`config.mk`:
```
export PLATFORM = sky130hd
export DESIGN_NAME = cache_arbiter
export DESIGN_NICKNAME = d
export VERILOG_FILES = /design/src/rtl/cache_arbiter.sv
export SDC_FILE = /design/constraint.sdc
export NUM_CORES = 1
export LEC_CHECK = 0
export ABC_AREA = 1
export CAP_MARGIN = 20
export CORE_AREA = 2 2 541 543
export CTS_BUF_LIST = sky130_fd_sc_hd__clkbuf_4 sky130_fd_sc_hd__clkbuf_8
export DETAILED_ROUTE_END_ITERATION = 8
export DIE_AREA = 0 0 543 545
export GPL_TIMING_DRIVEN = 1
export SKIP_CTS_REPAIR_TIMING = 1
export SLEW_MARGIN = 20
export SYNTH_ARGS = -nofsm -noshare
export SYNTH_HDL_FRONTEND = slang
export SYNTH_SLANG_ARGS = --single-unit
```
`constraint.sdc`:
```
create_clock -name clk -period 2.24 [get_ports clk]
set_input_delay 0.672 -clock clk [delete_from_list [all_inputs] [get_ports clk]]
set_output_delay 0.672 -clock clk [all_outputs]
set_load 0.01 [all_outputs]
```
`src/rtl/cache_arbiter.sv`:
```
// Arbitrates I-cache and D-cache line transactions onto one memory port, one at a time.
// The data cache has fixed priority; requests are latched and replayed from registers.
module cache_arbiter #(
    parameter int unsigned LINE_WIDTH = 256,
    parameter int unsigned ADDR_WIDTH = 32
) (
    input  logic                  clk,
    input  logic                  rst,

    input  logic                  i_read,
    input  logic [ADDR_WIDTH-1:0] i_address,
    output logic [LINE_WIDTH-1:0] i_rdata,
    output logic                  i_resp,

    input  logic                  d_read,
    input  logic                  d_write,
    input  logic [ADDR_WIDTH-1:0] d_address,
    input  logic [LINE_WIDTH-1:0] d_wdata,
    output logic [LINE_WIDTH-1:0] d_rdata,
    output logic                  d_resp,

    output logic                  mem_read,
    output logic                  mem_write,
    output logic [ADDR_WIDTH-1:0] mem_address,
    output logic [LINE_WIDTH-1:0] mem_wdata,
    input  logic [LINE_WIDTH-1:0] mem_rdata,
    input  logic                  mem_resp
);

    typedef enum logic [1:0] {StIdle, StBusy, StRespond} state_e;

    state_e                r_state, w_state_next;
    logic                  r_owner_d, w_owner_d_next;
    logic                  r_write, w_write_next;
    logic [ADDR_WIDTH-1:0] r_address, w_address_next;
    logic [LINE_WIDTH-1:0] r_wdata, w_wdata_next;
    logic [LINE_WIDTH-1:0] r_line, w_line_next;

    always_ff @(posedge clk) begin
        if (rst) begin
            r_state   <= StIdle;
            r_owner_d <= 1'b0;
            r_write   <= 1'b0;
            r_address <= '0;
            r_wdata   <= '0;
            r_line    <= '0;
        end else begin
            r_state   <= w_state_next;
            r_owner_d <= w_owner_d_next;
            r_write   <= w_write_next;
            r_address <= w_address_next;
            r_wdata   <= w_wdata_next;
            r_line    <= w_line_next;
        end
    end

    always_comb begin
        w_state_next   = r_state;
        w_owner_d_next = r_owner_d;
        w_write_next   = r_write;
        w_address_next = r_address;
        w_wdata_next   = r_wdata;
        w_line_next    = r_line;
        unique case (r_state)
            StIdle: begin
                // d_read and d_write together is illegal; d_write wins so it acts as a write
                if (d_read || d_write) begin
                    w_owner_d_next = 1'b1;
                    w_write_next   = d_write;
                    w_address_next = d_address;
                    w_wdata_next   = d_wdata;
                    w_state_next   = StBusy;
                end else if (i_read) begin
                    w_owner_d_next = 1'b0;
                    w_write_next   = 1'b0;
                    w_address_next = i_address;
                    w_state_next   = StBusy;
                end
            end
            StBusy: begin
                if (mem_resp) begin
                    if (!r_write) begin
                        w_line_next = mem_rdata;
                    end
                    w_state_next = StRespond;
                end
            end
            StRespond: w_state_next = StIdle;
            default:   w_state_next = StIdle;
        endcase
    end

    always_comb begin
        mem_read    = (r_state == StBusy) && !r_write;
        mem_write   = (r_state == StBusy) && r_write;
        mem_address = r_address;
        mem_wdata   = r_wdata;
        i_resp      = (r_state == StRespond) && !r_owner_d;
        d_resp      = (r_state == StRespond) && r_owner_d;
        i_rdata     = r_line;
        d_rdata     = r_line;
    end

endmodule
```
==> metrics.md <==
| Metric | Value |
|---|---|
| Status | `complete, but fails checks` |
| Failing checks | `negative setup slack` |
| Total track usage | `13.2%` |
| Tightest Pin Transition | `roughly 0.42 ns` |
| Met3 Use GR | `between 10% and 20%` |
| Leakage power | `~25 nW` |
| Crit path DAT | `~1.8 ns` |
| Nets | `~4,900` |
| Layout cells sized above 1 | `21.8%` |
| Main synth FF type | `dfxtp_1` |
| DR WL/cell | `24.7 um` |
| Total Neg Setup Slack | `-0.629 ns` |
| Max Clock Freq | `around 400 MHz` |
| Total power | `about 32 mW` |
| Most frequent cells after synthesis | `1,093 x nor2_1, 548 x dfxtp_1, 393 x nand2_1` |
| Post-synthesis net count | `around 3,700` |
| DPL Wire Length | `around 180,000 um` |
| Power share of the clock group | `a little under two fifths` |
| Gate power share | `between 20% and 30%` |
| Max cap viols | `0` |
| Worst rel slew slack | `72.2%` |
| Number of flops mapped to enable cells by yosys | `0` |
| DRT Pass-1 Iters | `5` |
| Asr flop ratio synth | `0%` |
| Int Pwr | `about 21 mW` |
| Initial antenna violation count | `between 200 and 250` |
| Register area share after synthesis | `approximately 47%` |
| FF+latch area | `roughly 11,000 sq um` |
| Num rows | `between 150 and 200` |
| Via count | `26,200` |
| Min setup slack post-route | `-0.217 ns` |
| Largest net degree at the start of global routing | `45` |
| Vias in the first global route | `about 24,000` |
| Synth unique cells | `19` |
| Number of DRC markers in iteration 0 | `1,533` |
| Clock root cell | `clkbuf_8` |
| Final Cell Area | `~44,000 sq um` |
| Clock buffer depth | `4` |
| Die Y | `545 um` |
| Clk_skew | `~0.16 ns` |
| # DRC | `0` |
| Clock transition at path regs | `approximately 0.080 ns` |
| VDD IR max | `456 uV` |
| Worst setup EP type | `primary output` |
| # port buffers | `~1,400` |
| Net Switching | `10.4 mW` |
| Die W | `roughly 540 um` |
| Worst skew pair latency | `about 0.98 ns` |
| Layout Utilization | `about 15%` |
| Startpoint Class | `flip-flop` |
| Post-route ant nets | `0` |
| Synthesized area | `roughly 23,000 sq um` |
| Crit path time final | `roughly 2.5 ns` |
| Area grow syn2layout | `92.1%` |
| Crit Path Class | `flip-flop to primary output` |
| Final Max Tran Viols | `0` |
| Met2 Usage GRT | `about a fifth` |
| Synth area leader | `dfxtp_1` |
| Worst Path Required | `about 1.6 ns` |
| CTS tree | `yes` |
| Filler cells | `approximately 33,000` |
| Sink Count | `~550` |
| Area share of the largest cell type after synthesis | `between 40 and 50%` |
| Post-synthesis cell count | `around 3,100` |
| Placer Congestion | `just under 0.9` |
| Syn avg cell area | `roughly 7.5 sq um` |
| H-tree levels | `3` |
| Gr ovfl total | `0` |
| Die area | `296,000 sq um` |
| RSZ-0062 raised after global routing | `yes` |
| Gr busiest metal | `met2` |
| Worst Path Max Fanout | `3` |
| Final Cycle Share | `110%` |
| Net Sw Frac | `about a third` |
| Top-count cell post-synth | `nor2_1` |
| Initial Util | `about 8.0%` |
| Final Hold Vio Count | `0` |
| Clock buffer count from CTS | `between 100 and 150` |
| Synth top area cells | `dfxtp_1 47%, nor2_1 18%, buf_4 9.9%, nand3b_1 8.3%, nand2_1 6.4%` |
| Flop pwr share | `between 30% and 40%` |
| Total core area | `approximately 290,000 sq um` |
| Setup violators final | `4` |
| Area of the multi-input gates | `~9000 sq um` |
| Drt total wl | `between 200,000 and 250,000 um` |
| Met1 Use GR | `between 10% and 20%` |
| First-pass GRT wire length | `254,000 um` |
| Via/cell ratio | `around 3.1` |
| Placed cell areas | `~40,000 sq um` |
| Pwr per Cell Area | `between 700 and 800 nW/um^2` |
| Hold Path Class | `input pin to flip-flop` |
| Synth Register Bits | `between 500 and 600` |
| I/O pins | `1,386` |
| Yosys warns | `0` |
[power groups by stage]
stage / Clock, mW / Sequential [mW] / Combinational, mW
final: 11.7 / 11.5 / 8.51
after floorplan: 0 / 11.9 / 2.94
after global routing: 12.5 / 11.6 / 9.21
after detailed placement: 0 / 11.6 / 8.92
after global placement: 0 / 11.6 / 8.92
after CTS: 12.2 / 11.5 / 8.97
[registers in the layout, indices dropped and copies added, names as in the netlist]
| signal | cells |
|---|---|
| d_rdata | 256 |
| mem_wdata | 256 |
| mem_address | 32 |
| r_state | 2 |
| r_owner_d | 1 |
| r_write | 1 |
[path summary, 6_finish.rpt]
path              cells past startpoint   startpoint             to  slack [ns]
setup / recovery                      5   r_state[1]      mem_write       -0.22
hold / removal                        3  d_wdata[55]  mem_wdata[55]        0.32
setup reg to reg                     10   r_state[1]    d_rdata[29]        0.28
hold reg to reg                       2    r_owner_d      r_owner_d        0.47
[logic make-up after synthesis]
kind of cell	synth area share, %
flip-flops	47.4
AND/OR/NAND/NOR	33.3
buffers and inverters	13.8
AO/OA/AOI/OAI	5.60
[layout by cell type (no fill, tap or decap), types with 6 or more instances in the layout]
| cell type | Yosys | final |
|---|---|---|
| clkbuf_4 | 0 | 29 |
| dlymetal6s2s_1 | 0 | 448 |
| bufinv_16 | 0 | 6 |
| nor2_1 | 1093 | 1089 |
| buf_4 | 304 | 209 |
| dfxtp_2 | 0 | 169 |
| buf_12 | 0 | 66 |
| nand3_1 | 33 | 33 |
| clkinv_2 | 0 | 14 |
| dfxtp_1 | 548 | 369 |
| dfxtp_4 | 0 | 10 |
| buf_6 | 1 | 119 |
| nand3b_1 | 256 | 256 |
| diode_2 | 0 | 38 |
| buf_2 | 85 | 19 |
| nand2_1 | 393 | 388 |
| o21ai_0 | 256 | 256 |
| clkdlybuf4s50_1 | 0 | 581 |
| clkbuf_2 | 0 | 151 |
| clkinvlp_4 | 0 | 7 |
| clkbuf_8 | 0 | 138 |
| inv_1 | 38 | 37 |
[final cells by class]
cell class              count  area share, %
diodes                     38          0.214
clock buffers             160           4.64
clock inverters            34          0.841
inverters                  42          0.405
multi-input cells        2039           20.3
flip-flops and latches    548           25.2
well taps                3900           11.0
repair buffers           1604           37.4
[critical path, cell delays in order (launching register included)]
cell and delay (ns):
dfxtp_2 0.33, inv_2 0.06, nand2_2 0.06, buf_6 0.12, nor2_4 0.09, buf_12 0.14
[stage by stage]
stage | std cells | hold WS, ns | worst slack [ns]
2_1_floorplan | 3101 | 0.444 | 0.567
3_3_place_gp | 8130 | 0.458 | -0.321
3_5_place_dp | 8130 | 0.468 | -0.295
4_1_cts | 8324 | 0.186 | -0.887
5_1_grt | 8335 | 0.283 | -0.370
6_report | 8365 | 0.324 | -0.217
[routing by layer]
| layer | share of wire [%] | wire length [um] |
|---|---|---|
| met5 | 0.66 | 1370 |
| met4 | 5.1 | 10500 |
| met3 | 18 | 38200 |
| met2 | 41 | 85600 |
| met1 | 34 | 71000 |
Power figures use the tool's default switching activity.
